File: src/rtl/multicycle_ctrl.sv
// -----------------------------------------------------------------------------
// multicycle_ctrl
//
// Main control FSM for the multicycle RV32I+F core. It sequences the shared
// datapath (single memory port, single ALU, instruction register) through
// fetch, decode, execute, memory and writeback cycles. It also hands OP-FP
// instructions to the iterative FPU and routes flw/fsw through the same
// memory states as lw/sw.
//
// Ports:
//   clk        in   1  core clock, rising edge
//   reset_n    in   1  asynchronous active-low reset
//   op         in   7  opcode field of the instruction register
//   zero       in   1  ALU zero flag (meaningful in BEQ)
//   fpu_done   in   1  FPU result-valid pulse
//   PCWrite    out  1  PC enable = PCUpdate | (Branch & zero)
//   AdrSrc     out  1  memory address mux: 0=PC, 1=ALUOut
//   MemWrite   out  1  data memory write strobe
//   IRWrite    out  1  instruction register load
//   ResultSrc  out  2  00 ALUOut, 01 Data, 10 ALUResult
//   ALUSrcA    out  2  00 PC, 01 OldPC, 10 rs1, 11 constant 0
//   ALUSrcB    out  2  00 rs2, 01 imm, 10 constant 4
//   ALUOp      out  2  00 add, 01 sub/branch, 10 funct-decoded
//   ImmSrc     out  3  000 I, 001 S, 010 B, 011 J, 100 U (from op)
//   RegWrite   out  1  integer register file write
//   FRegWrite  out  1  FP register file write
//   FStoreSel  out  1  store data taken from FP register file
//   fpu_start  out  1  one-cycle FPU launch pulse
//   illegal    out  1  sticky trap flag (cleared only by reset)
// -----------------------------------------------------------------------------
module multicycle_ctrl #(
  parameter int unsigned FP_TIMEOUT = 64,  // max FPWAIT cycles before trapping (>=2)
  parameter int unsigned CNT_W      = 7    // wait counter width, must hold FP_TIMEOUT
) (
  input  logic       clk,
  input  logic       reset_n,
  input  logic [6:0] op,
  input  logic       zero,
  input  logic       fpu_done,
  output logic       PCWrite,
  output logic       AdrSrc,
  output logic       MemWrite,
  output logic       IRWrite,
  output logic [1:0] ResultSrc,
  output logic [1:0] ALUSrcA,
  output logic [1:0] ALUSrcB,
  output logic [1:0] ALUOp,
  output logic [2:0] ImmSrc,
  output logic       RegWrite,
  output logic       FRegWrite,
  output logic       FStoreSel,
  output logic       fpu_start,
  output logic       illegal
);

  // ---------------------------------------------------------------------------
  // Opcodes
  // ---------------------------------------------------------------------------
  localparam logic [6:0] OP_LW    = 7'b0000011;
  localparam logic [6:0] OP_FLW   = 7'b0000111;
  localparam logic [6:0] OP_SW    = 7'b0100011;
  localparam logic [6:0] OP_FSW   = 7'b0100111;
  localparam logic [6:0] OP_RTYPE = 7'b0110011;
  localparam logic [6:0] OP_IALU  = 7'b0010011;
  localparam logic [6:0] OP_JAL   = 7'b1101111;
  localparam logic [6:0] OP_BEQ   = 7'b1100011;
  localparam logic [6:0] OP_LUI   = 7'b0110111;
  localparam logic [6:0] OP_FP    = 7'b1010011;

  // Last counter value at which FPWAIT may still be waiting; seeing it without
  // fpu_done means FP_TIMEOUT wait cycles have elapsed.
  localparam logic [CNT_W-1:0] TIMEOUT_CNT = CNT_W'(FP_TIMEOUT - 32'd1);
  localparam logic [CNT_W-1:0] CNT_MAX     = {CNT_W{1'b1}};

  // ---------------------------------------------------------------------------
  // State encoding: exactly 16 states in a 4-bit register
  // ---------------------------------------------------------------------------
  typedef enum logic [3:0] {
    S_FETCH    = 4'd0,
    S_DECODE   = 4'd1,
    S_MEMADR   = 4'd2,
    S_MEMREAD  = 4'd3,
    S_MEMWB    = 4'd4,
    S_MEMWRITE = 4'd5,
    S_EXECUTER = 4'd6,
    S_EXECUTEI = 4'd7,
    S_ALUWB    = 4'd8,
    S_JAL      = 4'd9,
    S_BEQ      = 4'd10,
    S_LUI      = 4'd11,
    S_FPSTART  = 4'd12,
    S_FPWAIT   = 4'd13,
    S_FPWB     = 4'd14,
    S_TRAP     = 4'd15
  } state_e;

  // Moore control word held in the output register.
  typedef struct packed {
    logic       pc_update;
    logic       branch;
    logic       adr_src;
    logic       mem_write;
    logic       ir_write;
    logic [1:0] result_src;
    logic [1:0] alu_src_a;
    logic [1:0] alu_src_b;
    logic [1:0] alu_op;
    logic       reg_write;
    logic       freg_write;
    logic       fstore_sel;
    logic       fpu_start;
    logic       illegal;
  } ctrl_t;

  // Reset value of the output register is the FETCH control word, so the
  // first cycle after reset release already drives a proper fetch. Strobes are
  // additionally gated by reset_n below so nothing fires while in reset.
  localparam ctrl_t CTRL_RESET = '{
    pc_update:  1'b1,
    branch:     1'b0,
    adr_src:    1'b0,
    mem_write:  1'b0,
    ir_write:   1'b1,
    result_src: 2'b10,
    alu_src_a:  2'b00,
    alu_src_b:  2'b10,
    alu_op:     2'b00,
    reg_write:  1'b0,
    freg_write: 1'b0,
    fstore_sel: 1'b0,
    fpu_start:  1'b0,
    illegal:    1'b0
  };

  // Control word for a given state; fp selects the FP variant of the shared
  // load/store states.
  function automatic ctrl_t state_outputs(input state_e st, input logic fp);
    ctrl_t c;
    c = '0;
    case (st)
      S_FETCH: begin
        c.adr_src    = 1'b0;
        c.ir_write   = 1'b1;
        c.alu_src_a  = 2'b00;
        c.alu_src_b  = 2'b10;
        c.alu_op     = 2'b00;
        c.result_src = 2'b10;
        c.pc_update  = 1'b1;
      end
      S_DECODE: begin
        c.alu_src_a = 2'b01;
        c.alu_src_b = 2'b01;
        c.alu_op    = 2'b00;
      end
      S_MEMADR: begin
        c.alu_src_a = 2'b10;
        c.alu_src_b = 2'b01;
        c.alu_op    = 2'b00;
      end
      S_MEMREAD: begin
        c.adr_src    = 1'b1;
        c.result_src = 2'b00;
      end
      S_MEMWB: begin
        c.result_src = 2'b01;
        c.reg_write  = ~fp;
        c.freg_write = fp;
      end
      S_MEMWRITE: begin
        c.adr_src    = 1'b1;
        c.mem_write  = 1'b1;
        c.fstore_sel = fp;
      end
      S_EXECUTER: begin
        c.alu_src_a = 2'b10;
        c.alu_src_b = 2'b00;
        c.alu_op    = 2'b10;
      end
      S_EXECUTEI: begin
        c.alu_src_a = 2'b10;
        c.alu_src_b = 2'b01;
        c.alu_op    = 2'b10;
      end
      S_ALUWB: begin
        c.result_src = 2'b00;
        c.reg_write  = 1'b1;
      end
      S_JAL: begin
        c.alu_src_a  = 2'b01;
        c.alu_src_b  = 2'b10;
        c.alu_op     = 2'b00;
        c.result_src = 2'b00;
        c.pc_update  = 1'b1;
      end
      S_BEQ: begin
        c.alu_src_a  = 2'b10;
        c.alu_src_b  = 2'b00;
        c.alu_op     = 2'b01;
        c.result_src = 2'b00;
        c.branch     = 1'b1;
      end
      S_LUI: begin
        c.alu_src_a = 2'b11;
        c.alu_src_b = 2'b01;
        c.alu_op    = 2'b00;
      end
      S_FPSTART: begin
        c.fpu_start = 1'b1;
      end
      S_FPWAIT: begin
        c = '0;
      end
      S_FPWB: begin
        c.freg_write = 1'b1;
      end
      S_TRAP: begin
        c.illegal = 1'b1;
      end
      default: begin
        c = '0;
      end
    endcase
    return c;
  endfunction

  // ---------------------------------------------------------------------------
  // Registers and next-state signals
  // ---------------------------------------------------------------------------
  state_e           state_q, state_d;
  logic [CNT_W-1:0] cnt_q,   cnt_d;
  logic             fp_q,    fp_d;
  ctrl_t            ctrl_q,  ctrl_d;

  // Next-state, FP flag and FPU wait-counter logic.
  always_comb begin
    state_d = state_q;
    cnt_d   = cnt_q;
    fp_d    = fp_q;
    case (state_q)
      S_FETCH: begin
        state_d = S_DECODE;
      end
      S_DECODE: begin
        fp_d = (op == OP_FLW) || (op == OP_FSW);
        case (op)
          OP_LW, OP_FLW, OP_SW, OP_FSW: state_d = S_MEMADR;
          OP_RTYPE:                     state_d = S_EXECUTER;
          OP_IALU:                      state_d = S_EXECUTEI;
          OP_JAL:                       state_d = S_JAL;
          OP_BEQ:                       state_d = S_BEQ;
          OP_LUI:                       state_d = S_LUI;
          OP_FP:                        state_d = S_FPSTART;
          default:                      state_d = S_TRAP;
        endcase
      end
      S_MEMADR: begin
        // op is held by the instruction register; anything that is no longer
        // a load or store here is treated as corrupted and trapped.
        if ((op == OP_LW) || (op == OP_FLW)) begin
          state_d = S_MEMREAD;
        end else if ((op == OP_SW) || (op == OP_FSW)) begin
          state_d = S_MEMWRITE;
        end else begin
          state_d = S_TRAP;
        end
      end
      S_MEMREAD: begin
        state_d = S_MEMWB;
      end
      S_MEMWB, S_MEMWRITE, S_ALUWB, S_BEQ, S_FPWB: begin
        state_d = S_FETCH;
      end
      S_EXECUTER, S_EXECUTEI, S_JAL, S_LUI: begin
        state_d = S_ALUWB;
      end
      S_FPSTART: begin
        cnt_d   = '0;
        state_d = S_FPWAIT;
      end
      S_FPWAIT: begin
        if (cnt_q != CNT_MAX) begin
          cnt_d = cnt_q + CNT_W'(1);
        end else begin
          cnt_d = cnt_q;
        end
        // A done pulse in the timeout cycle still completes the instruction.
        if (fpu_done) begin
          state_d = S_FPWB;
        end else if (cnt_q == TIMEOUT_CNT) begin
          state_d = S_TRAP;
        end else begin
          state_d = S_FPWAIT;
        end
      end
      S_TRAP: begin
        state_d = S_TRAP;
      end
      default: begin
        state_d = S_TRAP;
      end
    endcase
  end

  // Control word for the state being entered, so the registered outputs line
  // up with the state register.
  always_comb begin
    ctrl_d = state_outputs(state_d, fp_d);
  end

  // FSM state, FP flag, wait counter and registered control outputs.
  always_ff @(posedge clk or negedge reset_n) begin
    if (!reset_n) begin
      state_q <= S_FETCH;
      cnt_q   <= '0;
      fp_q    <= 1'b0;
      ctrl_q  <= CTRL_RESET;
    end else begin
      state_q <= state_d;
      cnt_q   <= cnt_d;
      fp_q    <= fp_d;
      ctrl_q  <= ctrl_d;
    end
  end

  // Immediate format decoded straight from the opcode.
  always_comb begin
    ImmSrc = 3'b000;
    case (op)
      OP_LW, OP_FLW, OP_IALU: ImmSrc = 3'b000;
      OP_SW, OP_FSW:          ImmSrc = 3'b001;
      OP_BEQ:                 ImmSrc = 3'b010;
      OP_JAL:                 ImmSrc = 3'b011;
      OP_LUI:                 ImmSrc = 3'b100;
      default:                ImmSrc = 3'b000;
    endcase
  end

  // ---------------------------------------------------------------------------
  // Outputs. Write strobes are masked by reset_n so an assertion of reset
  // kills them immediately, before the flops have settled to their reset
  // values, and keeps them low for the whole reset period.
  // ---------------------------------------------------------------------------
  assign PCWrite   = reset_n & (ctrl_q.pc_update | (ctrl_q.branch & zero));
  assign MemWrite  = reset_n & ctrl_q.mem_write;
  assign IRWrite   = reset_n & ctrl_q.ir_write;
  assign RegWrite  = reset_n & ctrl_q.reg_write;
  assign FRegWrite = reset_n & ctrl_q.freg_write;
  assign fpu_start = reset_n & ctrl_q.fpu_start;

  assign AdrSrc    = ctrl_q.adr_src;
  assign ResultSrc = ctrl_q.result_src;
  assign ALUSrcA   = ctrl_q.alu_src_a;
  assign ALUSrcB   = ctrl_q.alu_src_b;
  assign ALUOp     = ctrl_q.alu_op;
  assign FStoreSel = ctrl_q.fstore_sel;
  assign illegal   = ctrl_q.illegal;

endmodule
File: config.mk
export PLATFORM = sky130hd
export DESIGN_NAME = multicycle_ctrl
export DESIGN_NICKNAME = d
export VERILOG_FILES = /design/src/rtl/multicycle_ctrl.sv
export SDC_FILE = /design/constraint.sdc
export NUM_CORES = 1
export LEC_CHECK = 0
export CAP_MARGIN = 10
export CORE_ASPECT_RATIO = 0.6
export CORE_MARGIN = 3
export CORE_UTILIZATION = 40
export DETAILED_ROUTE_END_ITERATION = 7
export PLACE_DENSITY = 0.69
export SLEW_MARGIN = 15
export SYNTH_ARGS = -nofsm -noshare
export SYNTH_HDL_FRONTEND = slang
export SYNTH_SLANG_ARGS = --single-unit
File: constraint.sdc
create_clock -name clk -period 4.56 [get_ports clk]
set_clock_uncertainty 0.1 [all_clocks]
set_input_delay 0.456 -clock clk [delete_from_list [all_inputs] [get_ports clk]]
set_output_delay 0.456 -clock clk [all_outputs]
set_load 0.02 [all_outputs]
## Yosys cells after proc, flatten, opt, wreduce, memory -nomap -nowiden

Index checks and enable logic that the tools add are counted.

- Add/sub/neg operators: 1
- Eq/ne operators: 42
- Mux-type cells: 22
- Bitwise logic cells: 9
- Reductions and logical operators: 13

Operators with widths:

| operator | number |
|---|---|
| $eq A4 B4 Y1 const B | 15 |
| $pmux W6 S8 | 1 |
| $pmux W4 S9 | 1 |
| $eq A7 B6 Y1 const B | 5 |
| $eq A4 B3 Y1 const B | 8 |
| $pmux W4 S7 | 1 |
| $eq A7 B7 Y1 const B | 3 |
| $eq A4 B2 Y1 const B | 4 |
| $pmux W7 S2 | 1 |
| $pmux W3 S4 | 1 |
| $mux W1 | 9 |
| $eq A4 B1 Y1 const B | 2 |
| $logic_not A4 Y1 | 2 |
| $mux W4 | 2 |
| $reduce_or A4 Y1 | 2 |
| $add A7 B1 Y7 const B | 1 |
| $and A1 B1 Y1 | 7 |
| $eq A7 B2 Y1 const B | 1 |
| $eq A7 B3 Y1 const B | 1 |
| $eq A7 B5 Y1 const B | 1 |
| $mux W7 | 1 |
| $ne A7 B7 Y1 const B | 1 |
| $reduce_or A2 Y1 | 3 |
| $reduce_or A5 Y1 | 1 |
| other kinds (9) | 13 |

- Flip-flop bits (word level): 30
- Input bits: 11

## Logic depth before layout (Yosys ltp)

Gate-level depths: netlist of the first run.

- Word-level depth: 8
- Depth in mapped cells: 9
- Depth with buffers taken out: 8

## Worst setup path before layout of the first run

OpenSTA, ideal clock, no wires.

- Path kind: input to register
- Start point: input op[6]
- End point: register ctrl_q (netlist bit ALUSrcB[0])
- Setup time: 80 ps
- Arrival: 2,018 ps
- Required time: 4,380 ps
- Slack: 2,361 ps
- Stages: 7
- Path buffers: 1
- Cell sequence: buf_4 > nand4bb_4 > or2_1 > a31oi_4 > inv_4 > or4_1 > o211ai_2

RTL lines:

| what | line | text |
|---|---|---|
| from (decl) | 37 | `input logic [6:0] op,` |
| to (signal assigned) | 321 | `ctrl_q <= ctrl_d;` |
| to (decl) | 232 | `ctrl_t ctrl_q, ctrl_d;` |

## Worst setup path in the final report of the first run

- Start point: input reset_n
- End point: output PCWrite

- Cells in the longest elaborated chain, start to end: 1

RTL lines:

| what | line | text |
|---|---|---|
| from (decl) | 36 | `input logic reset_n,` |
| $and A1 B1 Y1 | 343 | `assign PCWrite = reset_n & (ctrl_q.pc_update \| (ctrl_q.branch & zero));` |
| to (decl) | 40 | `output logic PCWrite,` |

Every way passes these cells.

==> impl.org, run 1 <==
** Global routing
- GR Util All Layers :: about 16%
- The initial antenna violation count was 0.
- The via count of the first global-routing pass was 1258.
- After global routing the overflow that remains totals 0.
- The first global-routing pass estimated roughly 6300 um of wire.
- Largest net degree at the start of global routing :: 22

** Yosys
- Share of synthesized area occupied by flip-flops and latches :: between 40 and 50%
- Count of cell types in the netlist :: 50
- In the synthesized netlist the dominant register cell turns out to be sky130_fd_sc_hd__dfrtp_1.
- Multiplexer cells account for 0.5869% of the synthesized area.
- The most common cell in the synthesized netlist is sky130_fd_sc_hd__dfrtp_1.
- Number of synthesized flops with an enable pin :: 0
- Of the total synthesized cell area, the portion taken by full adders, half adders and majority gates is 0.7337%.
- After Yosys synthesis, XOR and XNOR cells account for 2.568% of the synthesized area.
- Simple-gate area share of the yosys netlist :: between 20 and 30%
- Dividing the synthesized area by the synthesized cell count gives between 9 and 10 um^2.
- The synthesized design spends more area on one cell type than any other, namely sky130_fd_sc_hd__dfrtp_1.
- After synthesis, the largest family of logic cells by area is simple AND/OR/NAND/NOR gates.
- Total of warnings raised by yosys :: 0
- The synthesized netlist devotes 16.36% of its cell area to compound gates.
- After synthesis, the share of flip-flops with an asynchronous set or reset is 100.0%.
- Flip-flop and latch count after synthesis :: 29
- Sorting the synthesized cells by area gives the leading types as sky130_fd_sc_hd__dfrtp_1 38%, sky130_fd_sc_hd__dfstp_2 4.6%, sky130_fd_sc_hd__buf_4 4.0%, sky130_fd_sc_hd__nand2_1 3.7%, sky130_fd_sc_hd__nor2_1 3.7%.
- Synthesis produced a netlist whose cell count is roughly 180.
- Area share of the leading cell type in the synthesized netlist :: a little under two fifths
- Post-Synthesis Net Count :: about 190
- Summing every instance area after synthesis gives approximately 1700 um^2.
- Ranked by instance count, the synthesized netlist is headed by 26 x sky130_fd_sc_hd__dfrtp_1, 17 x sky130_fd_sc_hd__nand2_1, 17 x sky130_fd_sc_hd__nor2_1, 9 x sky130_fd_sc_hd__buf_4.

** Clocking
- Hold_buf cts :: 0
- Total CTS buffers :: 5
- Clock Sink Count :: 29
- Clock tree from TritonCTS :: built
- Largest buffer count on any clock path :: 2
- Post-CTS repair changed the size of 0 cells.
- For the worst-skew pair, the clock arrives at the later sink with an insertion delay of about 0.28 ns.
- Clock-pin slew was measured on the worst setup and hold paths at about 0.06 ns.
- The tree is rooted in a sky130_fd_sc_hd__clkbuf_8.
- H-tree depth :: 2
- Post-CTS Setup Inserts :: 0

** Power
- Sum of internal, switching and leakage power :: roughly 1.4 mW
- Leakage Power :: ~0.9 nW
- Power spread over the standard cell area amounts to roughly 650 nW/um^2.
- Maximum vdd ir drop :: ~0.40 mV

** Die
- The floorplan step defined a die boundary enclosing 5108 um^2.
- The region available for standard cell placement spans approximately 3900 um^2.
- Die Ht :: about 57 um
- The initialized floorplan defines 17 standard-cell rows.
- Number of top-level design ports :: 31
- In this run the horizontal extent of the chip is between 90 and 100 um.
- Starting density of the core :: ~44%

** Cells and area
- For this run, the share of the core covered by cells in the final layout is between 50% and 60%.
- Filler cells :: ~360
- Summing all multi-input logic gate instances after layout gives around 840 um^2.
- Area used by sequential logic in the layout :: around 730 um^2
- Of the cells placed in the final design, the portion with a size suffix greater than 1 is roughly 11%.
- Number of diodes :: 0
- The count of cells in the finished layout, fillers not included, comes to approximately 260.
- From synthesis to final layout, the design area changed by 22.67%.
- Nets :: between 200 and 250

** Critical path
- Along the worst path, the maximum fanout reaches 21.
- STA classifies the critical path startpoint as a primary input.
- STA classifies the critical path endpoint as an output pin.
- Critical path data arrival time :: roughly 2.3 ns
- For the worst setup path, the data required time is 4.00 ns.
- Start-to-end type of the worst setup path :: primary input to output pin

** Run status
- The flow ran to the end, and the final reports show no timing, DRC or antenna violations.

** STA
- Total setup violations reported at the end of the flow :: 0
- Final period utilization :: between 60% and 70%
- Static timing analysis puts the maximum clock frequency at roughly 0.35 GHz.
- Number of slew-limit violations in the final report :: 0
- Measured against its own limit, the worst slew margin works out to 42.60%.
- Final critical-path setup slack :: 1.677 ns
- Unrepaired setup endpoints after global routing :: no
- The routed design could run at a clock period as short as between 2 and 3 ns.
- At the pin with the least slew margin, the transition time is roughly 0.86 ns.
- The hold violation total from the final report is 0.
- Total Neg Setup Slack :: 0 ns

** Routing
- Starting DRT DRC Count :: 72
- The final route contains 1361 vias.
- The first detailed-routing pass ran for 4 iterations.
- Summed over all layers, the routed wires come to between 3000 and 4000 um.
- After detailed routing, the number of remaining DRC violations is 0.
- Once detail routing completed, the nets flagged for antenna violations numbered 0.
- Dividing the detail-routed via count by the number of cells gives 5.195.
- Detail-routed net length per standard cell :: 14.42 um

** Worst hold path
- Min-Delay Path Class :: flop to flop

** Place
- Post-place setup slack :: between 1.5 and 2 ns
- Routability-driven placement finished with a final weighted congestion of between 0.8 and 0.9.
- The HPWL after detailed placement is around 2800 um.
- The number of placed instances, taps included, is approximately 250.
- I/O Buffers :: 30

** Run
- Maximum capacitance violations :: 0
## state kept, by name, indices dropped and copies added (netlist names)
register and flops:
ctrl_q 7, ResultSrc 1, fp_q 1, ALUSrcA 2, illegal 1, ALUSrcB 2
AdrSrc 1, cnt_q 7, FStoreSel 1, ALUOp 2, state_q 4
## worst max-delay path, cell delays in order
cell and delay (ns):
sky130_fd_sc_hd__clkdlybuf4s50_1 1.03, sky130_fd_sc_hd__nor2b_1 0.22, sky130_fd_sc_hd__clkdlybuf4s50_1 0.61
## power breakdown
part | leakage, nW | switching [mW] | internal (mW)
clock network | 0.0585 | 0.0974 | 0.178
registers | 0.382 | 0.0810 | 0.343
logic | 0.441 | 0.399 | 0.269
total | 0.882 | 0.578 | 0.789
## logic make-up after synthesis
logic type      Yosys count
mux                       1
buf+inv                  21
xor+xnor                  5
fa+ha+maj                 1
simple gates             88
flops                    29
compound gates           36
## routing by layer
layer / share of wire [%] / global-route usage [%] / routed length (um) / up-vias
li1: - / - / - / 666
met1: 54 / 23.70 / 2025 / 646
met2: 39 / 20.91 / 1485 / 45
met3: 6.3 / 6.024 / 237 / 4
met4: 0.77 / 3.268 / 29 / 0
met5: 0 / 0 / 0 / -
## final timing paths
check                           cells after the start  slack [ns]          to       start
min in group asynchronous                           1        0.56    cnt_q[3]     reset_n
worst min register to register                      2        0.46        fp_q        fp_q
worst max register to register                      6        2.26   ctrl_q[4]  state_q[0]
max in group asynchronous                           2        3.07  ALUSrcA[1]     reset_n
worst min-delay path                                2        0.46        fp_q        fp_q
worst max-delay path                                3        1.68     PCWrite     reset_n
## cells in the final DEF, fill, tap and decap left out, drive strengths merged, types with 6 or more instances in the layout
master,instances
nor2,17
inv,6
a21oi,7
o21ai,10
nor3,7
clkdlybuf4s50,30
dfrtp,26
nand2,18
clkbuf,7
nand2b,7
and2,8
## through the flow
step | cell area [um^2] | hold slack, ns
floorplan | 1705 | 0.06041
global placement | 1976 | 0.4380
detailed placement | 1976 | 0.4425
CTS | 2092 | 0.4568
global route | 2092 | 0.4971
finish | 2092 | 0.4623
## area by class of cell
| type | instances | share of cell area (%) |
|---|---|---|
| Clock buffer | 7 | 4.127 |
| Clock inverter | 1 | 1.435 |
| Tap cell | 57 | 3.409 |
| Sequential cell | 29 | 34.87 |
| Inverter | 6 | 1.196 |
| Multi-Input combinational cell | 131 | 40.25 |
| Timing Repair Buffer | 31 | 14.71 |
Power figures use the tool's default switching activity.
==> run 2, diff against run 1 <==
Settings changed: PLACE_DENSITY 0.69 to 0.71.
Clock period 4.56 ns to 2.5 ns, I/O delays scaled along.
==> run 2 against run 1 <==
Against the previous run: wire length shrank 0.93%; sequential cell count unchanged; power grew 89%; critical path depth increased by 4.
==> impl.org, run 2 (synthesis results as in run 1) <==
** Run status
- Status :: complete, no violations

** STA
- The hold violation total from the final report came to 0.
- Based on the critical path, the design can be clocked at up to around 0.43 GHz.
- Final period utilization :: a little over 90%
- The count of final max-slew check failures came to 0.
- Total Neg Setup Slack :: 0 ns
- Setup violations remaining at the end of the flow were counted as 0.
- Worst slew margin :: 60.13%
- Minimum clock period after layout :: ~2.3 ns
- Hold slack :: 0.4029 ns
- For the pin with the worst max-slew slack, the measured transition is a little under 0.6 ns.
- The worst path meets setup with about 0.18 ns of slack.
- Unrepaired setup endpoints after global routing :: no

** Power
- Portion of total power attributed to sequential cells :: 29.6%
- Combinational cells account for a little under three fifths of the total power.
- Of the total power, the share spent switching nets is between 40% and 50%.
- Internal power :: approximately 1.5 mW
- Power per standard cell area :: between 1000 and 1500 nW/um^2
- The analysis attributes to net switching a power of around 1.1 mW.
- Sum of internal, switching and leakage power :: between 2 and 3 mW
- The clock network is responsible for 14.2% of the overall power.
- Maximum vdd ir drop :: roughly 0.64 mV
- The analysis attributes to cell leakage a power of 0.9629 nW.

** Cells and area
- From synthesis to final layout, the design area changed by 29.49%.
- Commonest cells after routing, fill and taps aside :: 30 x sky130_fd_sc_hd__clkdlybuf4s50_1, 26 x sky130_fd_sc_hd__dfrtp_1, 21 x sky130_fd_sc_hd__buf_4
- In the final layout, the registers with the most flip-flops are cnt_q: 7 flops, ctrl_q: 7 flops, state_q: 4 flops.
- Nets :: about 240
- Commonest non-fill, non-tap cell in the layout :: sky130_fd_sc_hd__clkdlybuf4s50_1
- Counting the fill cells in the layout gives around 350.
- Proportion of layout cells with a drive suffix above 1 :: 18.67%
- For this run, the number of standard cells in the final layout without fillers is ~280.
- Number of diodes :: 0
- Area used by sequential logic in the layout :: between 700 and 800 um^2
- Core occupancy in the finished layout :: 57.05%
- After routing the design area is approximately 2200 um^2.
- The multi-input combinational cells in the finished layout cover a total of approximately 840 um^2.

** Clocking
- Clock-pin slew of the registers on the worst-case setup and hold paths :: 0.06 ns
- Clock latency on the worst-skew pair, taken at its later pin, is between 0.2 and 0.3 ns.
- Post-CTS sizing :: 0
- CTS saw 29 sinks.
- The H-tree generated during clock tree synthesis spans 2 levels.
- TritonCTS built the clock tree.
- Hold_buf cts :: 0
- Post-CTS Setup Inserts :: 0
- The tree is rooted in a sky130_fd_sc_hd__clkbuf_8.
- The clock passes through at most 2 buffers.
- The number of clock buffers added by TritonCTS is 5.

** Critical path
- Walking the worst path, the cells encountered are clkdlybuf4s50_1, nand2b_1, buf_4, nor2_1, nand2_1, a21oi_1, clkdlybuf4s50_1.
- CP Capture Type :: output pin
- The cell family contributing the most delay on the critical path is buffers and inverters.
- Max stage delay on crit path :: a little over 0.6 ns
- Along the worst path, the maximum fanout reaches 6.
- Top cell by count, worst path :: sky130_fd_sc_hd__clkdlybuf4s50_1
- Kind of start point of the critical path :: primary input
- The critical path contains buffers and inverters numbering 3 combined.
- On the critical path, the stage with the largest delay is an instance of sky130_fd_sc_hd__clkdlybuf4s50_1.
- Start-to-end type of the worst setup path :: primary input to output pin
- Data on the critical path is required at its endpoint by roughly 2.2 ns.
- Worst-case register-to-register setup slack :: just under 0.3 ns
- Data on the critical path arrives at its endpoint at about 2 ns.

** Place
- Post-place setup slack :: between 0.015 and 0.02 ns
- Summing all placed instances gives a cell area of 2126 um^2.
- HPWL Detailed :: between 2000 and 3000 um
- Number of cells after detailed placement :: 274
- GP Congestion :: about 0.83
- I/O Buffers :: 30

** Global routing
- For this run, the total global-route usage over all layers was measured as roughly 16%.
- Vias in the first global route :: 1349
- In the global route stage, met2 resource usage came out at approximately a fifth.
- Met3 track demand over resource in global routing :: between 6 and 7%
- The first global-routing pass estimated approximately 6400 um of wire.
- After global routing, the most crowded layer is met1.
- Summed over all layers, the global routing overflow is 0.
- The initial antenna violation count was 0.
- Entering global routing, the biggest net connects 20 pins.
- Met1 global-route usage :: a little under a quarter

** Die
- The floorplan step defined a core boundary enclosing 3871 um^2.
- The floorplan step set the die height to roughly 57 um.
- The initial utilization of the core area, before any placement, comes to ~44%.
- During I/O placement, the number of pins put on the boundary was 31.
- From left edge to right edge, the die measures 90.30 um.
- The floorplan step defined a die boundary enclosing a little over 5000 um^2.
- Row generation in the floorplan step produced 17 rows.

** Routing
- After detailed routing, the number of vias per cell comes to between 5 and 6.
- The final layout contains routed wiring with a total length of about 3700 um.
- DRC violation count after routing :: 0
- DRT antenna net count :: 0
- In the final routed layout, each cell accounts on average for about 13 um.
- Count of vias placed by the detailed router :: 1415
- Before antenna repair, the detailed router went through 4 iterations.
- The first routing iteration left 43 violations.

** Run
- Maximum capacitance violations :: 0

** Worst hold path
- Min-Delay Path Class :: flop to flop
==> run 2: cell count changes in the layout (fill, tap and decap cells not counted), sizes merged <==
| cell | delta |
|---|---|
| clkbuf | -1 |
| clkinv | +2 |
| buf | +20 |
| bufinv | -1 |
==> run 2: worst paths after layout <==
| path | end | from | cells past startpoint |
|---|---|---|---|
| max | ImmSrc[1] | op[5] | 7 |
| max in group asynchronous | AdrSrc | reset_n | 2 |
| min in group asynchronous | ctrl_q[13] | reset_n | 1 |
| min reg2reg | fp_q | fp_q | 2 |
| min | fp_q | fp_q | 2 |
| max reg2reg | ALUSrcB[0] | state_q[3] | 7 |
==> run 2: per-layer routing <==
| layer | up-vias | wire length, um |
|---|---|---|
| li1 | 714 | - |
| met1 | 651 | 1962 |
| met2 | 47 | 1414 |
| met3 | 3 | 332 |
| met4 | 0 | 33 |
| met5 | - | 0 |
==> run 2: power groups by stage <==
stage	sequential, mW	combinational [mW]	clock, mW
floorplan	0.690	1.01	0
global placement	0.763	1.42	0
detailed placement	0.767	1.45	0
CTS	0.762	1.46	0.381
global route	0.788	1.58	0.407
finish	0.764	1.45	0.366
==> run 2: cell type report <==
class	count	share of cell area [%]
clock buffer	6	3.286
clock inverter	2	0.4533
inverter	6	1.133
multi-input combinational	131	38.13
sequential	29	33.03
tap	57	3.229
timing repair buffer	51	20.74
==> run 2: worst register-to-register path: stages (launching register included) <==
cell and delay (ns):
sky130_fd_sc_hd__dfrtp_1 0.49, sky130_fd_sc_hd__nor3b_1 0.30, sky130_fd_sc_hd__o21ai_0 0.12, sky130_fd_sc_hd__nor2_1 0.23
sky130_fd_sc_hd__a211oi_4 0.07, sky130_fd_sc_hd__buf_4 0.20, sky130_fd_sc_hd__or4_1 0.53, sky130_fd_sc_hd__o211ai_2 0.09
==> run 3, diff against run 2 <==
Settings changed: TNS_END_PERCENT from default to 50.
==> results of run 3 <==
No change in the layout: final DEF, timing and power equal those of run 2.
